## src/rtl/axi4_dma_pkg.sv

```systemverilog
// Shared AXI constants, write-DMA state encoding and size helper
// for the axi4_dma_write_stream engine.
package axi4_dma_pkg;

  localparam logic [1:0] AXI_BURST_INCR = 2'b01;
  localparam logic [1:0] AXI_RESP_OKAY  = 2'b00;

  typedef enum logic [1:0] {
    S_IDLE  = 2'd0,
    S_RUN   = 2'd1,
    S_DRAIN = 2'd2
  } dma_wr_state_e;

  function automatic logic [2:0] size_of(input int unsigned data_w);
    return 3'($clog2(data_w / 8));
  endfunction

endpackage

```

## src/rtl/axi4_dma_write_stream_len_fifo.sv

```systemverilog
// dma_len_fifo: first-word fall-through FIFO of 8-bit burst lengths
// linking accepted AW bursts to the W beat counter.
module dma_len_fifo #(
  parameter int DEPTH = 4
) (
  input  logic       clk,
  input  logic       reset,
  input  logic       push,
  input  logic [7:0] din,
  input  logic       pop,
  output logic [7:0] dout,
  output logic       full,
  output logic       empty
);

  localparam int PW = (DEPTH > 1) ? $clog2(DEPTH) : 1;

  logic [7:0]    mem [DEPTH];
  logic [PW-1:0] wr_ptr;
  logic [PW-1:0] rd_ptr;
  logic [PW:0]   count;
  logic          do_push;
  logic          do_pop;

  function automatic logic [PW-1:0] inc(input logic [PW-1:0] p);
    return (p == PW'(DEPTH - 1)) ? '0 : p + 1'b1;
  endfunction

  assign full    = (count == (PW+1)'(DEPTH));
  assign empty   = (count == '0);
  assign do_push = push && !full;
  assign do_pop  = pop && !empty;
  assign dout    = mem[rd_ptr];

  always_ff @(posedge clk) begin
    if (do_push) mem[wr_ptr] <= din;
  end

  always_ff @(posedge clk or posedge reset) begin
    if (reset) begin
      wr_ptr <= '0;
      rd_ptr <= '0;
      count  <= '0;
    end else begin
      if (do_push) wr_ptr <= inc(wr_ptr);
      if (do_pop)  rd_ptr <= inc(rd_ptr);
      if (do_push && !do_pop)      count <= count + 1'b1;
      else if (do_pop && !do_push) count <= count - 1'b1;
    end
  end

endmodule

```

## src/rtl/axi4_dma_write_stream.sv

```systemverilog
// Stream-fed multi-burst AXI4 write DMA with outstanding-burst cap.
// Define AXI_DMA_WR_4K_SPLIT_EN to keep bursts inside 4 KB pages.
module axi4_dma_write_stream
  import axi4_dma_pkg::*;
#(
  parameter int ADDR_W          = 32,
  parameter int DATA_W          = 512,
  parameter int ID_W            = 1,
  parameter int LEN_W           = 32,
  parameter int MAX_BURST       = 64,
  parameter int MAX_OUTSTANDING = 4
) (
  input  logic                clk,
  input  logic                reset,
  output logic                io_axi_awvalid,
  input  logic                io_axi_awready,
  output logic [ADDR_W-1:0]   io_axi_awaddr,
  output logic [ID_W-1:0]     io_axi_awid,
  output logic [7:0]          io_axi_awlen,
  output logic [2:0]          io_axi_awsize,
  output logic [1:0]          io_axi_awburst,
  output logic                io_axi_wvalid,
  input  logic                io_axi_wready,
  output logic [DATA_W-1:0]   io_axi_wdata,
  output logic [DATA_W/8-1:0] io_axi_wstrb,
  output logic                io_axi_wlast,
  input  logic                io_axi_bvalid,
  output logic                io_axi_bready,
  input  logic [ID_W-1:0]     io_axi_bid,
  input  logic [1:0]          io_axi_bresp,
  input  logic                io_s_valid,
  output logic                io_s_ready,
  input  logic [DATA_W-1:0]   io_s_data,
  input  logic [ADDR_W-1:0]   io_start_addr,
  input  logic [LEN_W-1:0]    io_len,
  input  logic                io_ap_start,
  output logic                io_ap_ready,
  output logic                io_ap_done,
  output logic                io_ap_idle,
  output logic                io_err
);

  localparam int         SZ     = $clog2(DATA_W / 8);
  localparam logic [2:0] AXSIZE = size_of(DATA_W);
  localparam int         OW     = $clog2(MAX_OUTSTANDING) + 1;

  dma_wr_state_e     state;
  dma_wr_state_e     state_nxt;
  logic [ADDR_W-1:0] addr;
  logic [LEN_W-1:0]  remaining;
  logic [OW-1:0]     outstanding;
  logic [OW-1:0]     out_nxt;
  logic [7:0]        beat_cnt;
  logic              err;
  logic              done;
  logic [8:0]        cap_n;
  logic [8:0]        burst_n;
  logic              run;
  logic              accept;
  logic              aw_hs;
  logic              w_hs;
  logic              b_hs;
  logic              last_aw;
  logic              drain_ok;
  logic              fifo_full;
  logic              fifo_empty;
  logic              fifo_pop;
  logic [7:0]        fifo_head;
  logic              unused_bid;

  assign unused_bid = ^io_axi_bid;

  assign cap_n = (remaining > LEN_W'(MAX_BURST)) ? 9'(MAX_BURST)
                                                 : remaining[8:0];

`ifdef AXI_DMA_WR_4K_SPLIT_EN
  logic [12:0] to_4k_bytes;
  logic [12:0] to_4k_beats;

  assign to_4k_bytes = 13'h1000 - {1'b0, addr[11:0]};
  assign to_4k_beats = to_4k_bytes >> SZ;
  assign burst_n = (to_4k_beats < 13'(cap_n)) ? to_4k_beats[8:0]
                                              : cap_n;
`else
  assign burst_n = cap_n;
`endif

  assign run     = (state == S_RUN);
  assign accept  = io_ap_ready;
  assign aw_hs   = io_axi_awvalid && io_axi_awready;
  assign w_hs    = io_axi_wvalid && io_axi_wready;
  assign b_hs    = io_axi_bvalid && io_axi_bready;
  assign last_aw = (LEN_W'(burst_n) == remaining);

  // AW fields come only from registers, so they hold during a stall
  assign io_axi_awaddr  = run ? addr : '0;
  assign io_axi_awlen   = run ? 8'(burst_n - 9'd1) : '0;
  assign io_axi_awsize  = run ? AXSIZE : '0;
  assign io_axi_awburst = run ? AXI_BURST_INCR : '0;
  assign io_axi_awid    = '0;

  assign io_axi_wvalid = io_s_valid && !fifo_empty;
  assign io_s_ready    = io_axi_wready && !fifo_empty;
  assign io_axi_wdata  = fifo_empty ? '0 : io_s_data;
  assign io_axi_wstrb  = fifo_empty ? '0 : '1;
  assign io_axi_wlast  = !fifo_empty && (beat_cnt == fifo_head);
  assign fifo_pop      = w_hs && io_axi_wlast;

  assign io_ap_done = done;
  assign io_err     = err;

  dma_len_fifo #(
    .DEPTH (MAX_OUTSTANDING)
  ) u_len_fifo (
    .clk   (clk),
    .reset (reset),
    .push  (aw_hs),
    .din   (io_axi_awlen),
    .pop   (fifo_pop),
    .dout  (fifo_head),
    .full  (fifo_full),
    .empty (fifo_empty)
  );

  always_comb begin
    out_nxt = outstanding;
    if (aw_hs && !b_hs) begin
      out_nxt = outstanding + 1'b1;
    end else if (b_hs && !aw_hs && outstanding != '0) begin
      out_nxt = outstanding - 1'b1;
    end
  end

  // look ahead at the B handshake so done lands one cycle after it
  assign drain_ok = (state == S_DRAIN) && (out_nxt == '0) && fifo_empty;

  always_ff @(posedge clk or posedge reset) begin
    if (reset) state <= S_IDLE;
    else       state <= state_nxt;
  end

  always_comb begin
    state_nxt = state;
    unique case (state)
      S_IDLE:  if (io_ap_start)
                 state_nxt = (io_len == '0) ? S_DRAIN : S_RUN;
      S_RUN:   if (aw_hs && last_aw) state_nxt = S_DRAIN;
      S_DRAIN: if (drain_ok) state_nxt = S_IDLE;
      default: state_nxt = S_IDLE;
    endcase
  end

  always_comb begin
    io_ap_idle     = (state == S_IDLE);
    io_ap_ready    = (state == S_IDLE) && io_ap_start;
    io_axi_bready  = (state != S_IDLE);
    io_axi_awvalid = run && (remaining != '0) &&
                     (outstanding < OW'(MAX_OUTSTANDING)) &&
                     !fifo_full;
  end

  always_ff @(posedge clk or posedge reset) begin
    if (reset) begin
      addr        <= '0;
      remaining   <= '0;
      outstanding <= '0;
      beat_cnt    <= '0;
      err         <= 1'b0;
      done        <= 1'b0;
    end else begin
      if (accept) begin
        addr      <= io_start_addr;
        remaining <= io_len;
      end else if (aw_hs) begin
        addr      <= addr + (ADDR_W'(burst_n) << SZ);
        remaining <= remaining - LEN_W'(burst_n);
      end
      outstanding <= out_nxt;
      if (w_hs) beat_cnt <= io_axi_wlast ? 8'd0 : beat_cnt + 8'd1;
      if (accept) begin
        err <= 1'b0;
      end else if (b_hs && io_axi_bresp != AXI_RESP_OKAY) begin
        err <= 1'b1;
      end
      done <= drain_ok;
    end
  end

endmodule

```

## config.mk

```make
export PLATFORM = sky130hd
export DESIGN_NAME = axi4_dma_write_stream
export DESIGN_NICKNAME = d
export VERILOG_FILES = /design/src/rtl/axi4_dma_pkg.sv /design/src/rtl/axi4_dma_write_stream_len_fifo.sv /design/src/rtl/axi4_dma_write_stream.sv
export SDC_FILE = /design/constraint.sdc
export NUM_CORES = 1
export LEC_CHECK = 0
export CAP_MARGIN = 20
export CORE_AREA = 8 8 462 464
export DETAILED_ROUTE_END_ITERATION = 8
export DIE_AREA = 0 0 470 472
export GPL_ROUTABILITY_DRIVEN = 0
export GPL_TIMING_DRIVEN = 0
export PLACE_DENSITY_LB_ADDON = 0.1
export SETUP_SLACK_MARGIN = 0.15
export SYNTH_ARGS = -nofsm -noshare
export SYNTH_HDL_FRONTEND = slang
export SYNTH_SLANG_ARGS = --single-unit
```

## constraint.sdc

```tcl
create_clock -name clk -period 7.41 [get_ports clk]
set_input_delay 2.223 -clock clk [delete_from_list [all_inputs] [get_ports clk]]
set_output_delay 2.223 -clock clk [all_outputs]
set_load 0.02 [all_outputs]
```

Yosys cells after proc, flatten, opt, wreduce, memory -nomap -nowiden
Memory sizes are Yosys's and may differ from the RTL's.
Index checks and enable logic that the tools add are counted.

cells by class
  magnitude comparators = 2
  reduce and logical (&&, ||, !) cells = 40
  eq/ne operators = 10
  $add $sub $neg = 10
  mux-type cells = 27

operator list
  cell                                                             number
  2-to-1 mux 512 bit                                               1
  2-to-1 mux 32 bit                                                5
  2-to-1 mux 64 bit                                                1
  adder 32 x 15 -> 32 bit                                          1
  equality test 9 x 32 -> 1 bit                                    1
  greater-than comparator 32 x 7 -> 1 bit (second input constant)  1
  logical NOT 32 bit                                               1
  nonzero test 32 bit                                              1
  subtractor 32 x 9 -> 32 bit                                      1
  logical AND 1 bit                                                22
  2-to-1 mux 8 bit                                                 2
  2-to-1 mux 3 bit                                                 5
  2-to-1 mux 2 bit                                                 6
  nonzero test 2 bit                                               5
  2-to-1 mux 9 bit                                                 1
  adder 8 x 1 -> 8 bit (second input constant)                     1
  equality test 8 bit                                              1
  subtractor 8 x 1 -> 8 bit (second input constant)                1
  adder 3 x 1 -> 3 bit (second input constant)                     2
  equality test 2 bit (second input constant)                      3
  logical NOT 1 bit                                                6
  logical NOT 3 bit                                                2
  case mux 2 bit (3 select lines)                                  1
  subtractor 3 x 1 -> 3 bit (second input constant)                2
  10 further kinds                                                 16

storage, ports and cells
  flip-flop bits (word level) = 86
  RAM bits = 32
  logic and storage cells = 100
  output and inout bits = 631
  memories kept = 1
  input bits = 586

memory list
  name            depth  width  rd ports  clocked after Yosys merged registers in  wr ports  line                                  RTL
  u_len_fifo.mem  4      8      1         0                                        1         axi4_dma_write_stream_len_fifo.sv:18  logic [7:0] mem [DEPTH];

Logic depth before layout (Yosys ltp)
  depth in word-level cells = 15
  gate-level depth with buffers = 18
  depth with buffers taken out = 15

Hierarchy
From an unflattened synthesis, not the netlist that was laid out.

unflattened totals
  cells, all modules = 1,331
  area, all modules = 10,761.6 µm²

modules (own cells, without submodules)
  module                 seq. area each (µm²)  area each (µm²)  instances  cells each
  axi4_dma_write_stream  1,976.9               9,161.3          1          1,251
  dma_len_fifo           1,136.1               1,600.3          1          80

Least setup slack after synthesis
No wires, ideal clock.

  path kind = input port to output port
  start = in io_ap_start
  end = out io_ap_ready
  path buffers = 2
  data arrival time = 3.146 ns
  stages on the path = 4
  slack = 2.041 ns
  data required time = 5.187 ns
  path through = nand2_1 -> inv_1 -> clkbuf_1 -> buf_1

between the ends
  cells in the longest elaborated chain, start to end = 1

ends and longest elaborated chain
  what                line                          RTL
  start: declaration  axi4_dma_write_stream.sv:36   input logic io_ap_start,
  logical AND 1 bit   axi4_dma_write_stream.sv:155  io_ap_ready = (state == S_IDLE) && io_ap_start;
  end: declaration    axi4_dma_write_stream.sv:37   output logic io_ap_ready,

No other way between the ends.

Final worst setup path
Same ends and word-level chain as after synthesis.

==> flow_summary.ini <==
[outcome]
outcome = complete, no violations

[synthesis]
synth_flop_cell = dfrtp_1
synth_area_leaders = and2_1 (32%), dfrtp_1 (20%), edfxtp_1 (8.9%), buf_4 (4.9%), nand2_1 (3.6%)
synth_cells = 1350
syn_area_mm2 = 0.0108
ys_ff_latch = 118
synth_edf_count = 32
synth_seq_area_share_pct = 28.9
yosys_warnings = 0
synth_top_area_share_pct = 31.8
synth.avg_cell_area_um2 = 7.99
ys_types = 74
yosys.area.top_type = and2_1
async_flop_share_pct = 72.9

[grt]
first_global_vias = 16100
grt_usage_pct = 18.3
antenna_found_initial = 230
grt_max_degree = 71
grt_pass1_wl_um = 253000
overflow = 0

[worst_setup_path]
cp_top_family = buffers and inverters
critPathMaxFanout = 10
path_class = input port to output port
crit_top_cell = clkdlybuf4s50_1
crit_buf_inv = 5
startpoint_type = input port
cp-end-kind = output port
cpMaxStageDelayCell = clkdlybuf4s50_1
max_stage_delay_ns = 0.70
cp.required_ns = 5.19
r2r_cells = 18
worst-path-stages = 6
path_cells = clkdlybuf4s50_1, nand2_1, inv_1, clkbuf_2, buf_1, clkdlybuf4s50_1
cp_data_arrival_time_ns = 4.73

[clock_network]
clk_latency_ns = 0.47
cts_buffers = 17
post-cts-setup-buffer-count = 0
htree_levels = 4
cts_tree = yes
cts.sinks = 118
clock-root-buffer = clkbuf_16
clk_path_buf_depth = 2
path_clk_slew_ns = 0.07
cts_hold_buf = 0

[timing]
final_period_minus_worst_setup_slack_ns = 6.95
tns_ns = 0
finClkSkew_ns = 0.0126
whs_ns = 0.472
report.final.slew_viol_count = 0
max_slew_margin_pct = 30.3
max_freq_mhz = 144
rsz0062_at_grt = no
worst_pin_slew_ns = 1.04
finalSetupViolCount = 0
fin_crit_sh_pct = 93.8
final_hold_viol_count = 0

[routing]
via_count = 16300
drt_iter0_drc = 1224
ant_nets = 0
drt_first_pass_iters = 5
wl_um = 213000
wl_per_cell_um = 39.8
drc = 0
via_per_inst = 3.04

[power]
p_per_area_mw_per_mm2 = 329
leakage_nw = 9.52
p_total_mw = 8.96
worst_ir_drop_vdd_uv = 176

[floorplanning]
start_util_pct = 5.23
die_y_um = 472
die_area_mm2 = 0.222
io_pins = 1217
rows = 167
design.core.area_mm2 = 0.206
die_width_um = 470

[min_path]
hold_depth = 2
min_path_type = flop to flop

[placement]
io_buffers = 1212
dpl.hpwl_um = 201000

[layout]
drive_gt1_share_pct = 5.91
area_delta_synth_final_pct = 152
layout.nets = 3202

[flow_run]
maxCapViolCount = 0
## final cells by class
class	instances	area, um2
clock inverter	15	158
fill	23700	179000
clock buffer	17	425
multi-input combinational	1051	6730
tap	2704	3380
sequential	118	3110
antenna	54	135
inverter	24	95.1
buffer	161	887
timing repair buffer	1220	12300
## registers in the layout, summed over array words and instances, names as in the netlist
signal and flops:
io_err 1, beat_cnt 8, remaining 32, outstanding 3
u_len_fifo.rd_ptr 2, addr 32, u_len_fifo.wr_ptr 2, io_ap_done 1
u_len_fifo.count 3, state 2, u_len_fifo.mem 32
## worst min-delay path: stages (launching register included)
cell,delay (ns)
dfrtp_1,0.34
nand2_1,0.05
nand2_1,0.05
## cell families after synthesis
logic type               count (synthesis)  share of synthesized area, %
AO/OA/AOI/OAI                          152                          10.1
XOR/XNOR                                28                          2.27
adder cells (fa/ha/maj)                 23                          2.81
buffers and inverters                  185                          9.00
flip-flops                             118                          28.9
multiplexers                            12                          2.08
other                                    2                        0.0696
AND/OR/NAND/NOR                        830                          44.8
## placed cells by master, fill, tap and decap left out, drive strengths merged, types with 9 or more instances in the layout
cell           Yosys  final
buf               80     88
ha                21     21
inv               24     33
xor2              16     16
diode              0     54
xnor2             12     12
dfrtp             86     86
nor2              51     51
nor4              18     18
nand2            102    102
clkbuf            81     98
and2             550    550
o211ai             9      9
nor3              23     23
clkdlybuf4s50      0   1212
o21ai             42     42
or3               13     13
a31oi              9      9
o311ai            12     12
and3              15     15
a221o             18     18
edfxtp            32     32
nand3             28     28
a21oi             25     25
## synthesized netlist by cell type (all sizes together) (4+ instances only)
cell type / instances
or3: 13
a221o: 18
o21ai: 42
and2: 550
ha: 21
and3: 15
o211ai: 9
a22oi: 6
edfxtp: 32
nor3: 23
a31oi: 9
xnor2: 12
a21oi: 25
nor4: 18
nand4: 8
nand2: 102
a21o: 4
mux4: 8
inv: 24
dfrtp: 86
a211oi: 4
xor2: 16
nor2: 51
or4: 7
o311ai: 12
buf: 80
clkbuf: 81
nand3: 28
## routing by layer
metal  up-vias  part of all wire, %  wire length [um]  global-route usage (%)
li1       6978                    -                 -                       -
met1      7714                   38             81600                    19.9
met2      1111                   46             97400                    30.3
met3       359                   13             27600                    11.5
met4       132                  2.8              5910                    3.61
met5         -                 0.39               841                   0.703
## per-stage QoR
step / std cells / worst slack, ns / area, um2 / utilization (%)
finish: 5364 / 0.456 / 27200 / 13.2
global route: 5334 / 0.264 / 27100 / 13.2
CTS: 5310 / 0.268 / 27100 / 13.1
detailed placement: 5278 / 0.132 / 26500 / 12.9
global placement: 5270 / -1.87 / 26300 / 12.8
floorplan: 1354 / 2.04 / 10800 / -
## path summary, 6_finish.rpt
check,from,end,slack [ns]
setup / recovery,io_ap_start,io_ap_ready,0.46
hold / removal,addr[4]$_DFFE_PP0P_,addr[4]$_DFFE_PP0P_,0.47
setup reg to reg,remaining[3]$_DFFE_PP0P_,addr[30]$_DFFE_PP0P_,2.09
hold reg to reg,addr[4]$_DFFE_PP0P_,addr[4]$_DFFE_PP0P_,0.47
max in group asynchronous,reset,remaining[7]$_DFFE_PP0P_,4.61
min in group asynchronous,reset,addr[3]$_DFFE_PP0P_,2.07
## power by group
part           switching, mW  total [mW]  internal (mW)  leakage [nW]
sequential             0.207        1.08          0.869          1.35
combinational           4.28        7.02           2.74          7.89
clock                  0.413       0.860          0.448         0.283
total                   4.90        8.96           4.06          9.52
## repair_timing
item                                   4_1_cts  5_1_grt
resized for setup                            1        3
endpoints found under the hold margin        0        0
setup endpoints to repair                    1        3
pin swaps                                    0        0
No activity file was read; power rests on OpenSTA's default activity.
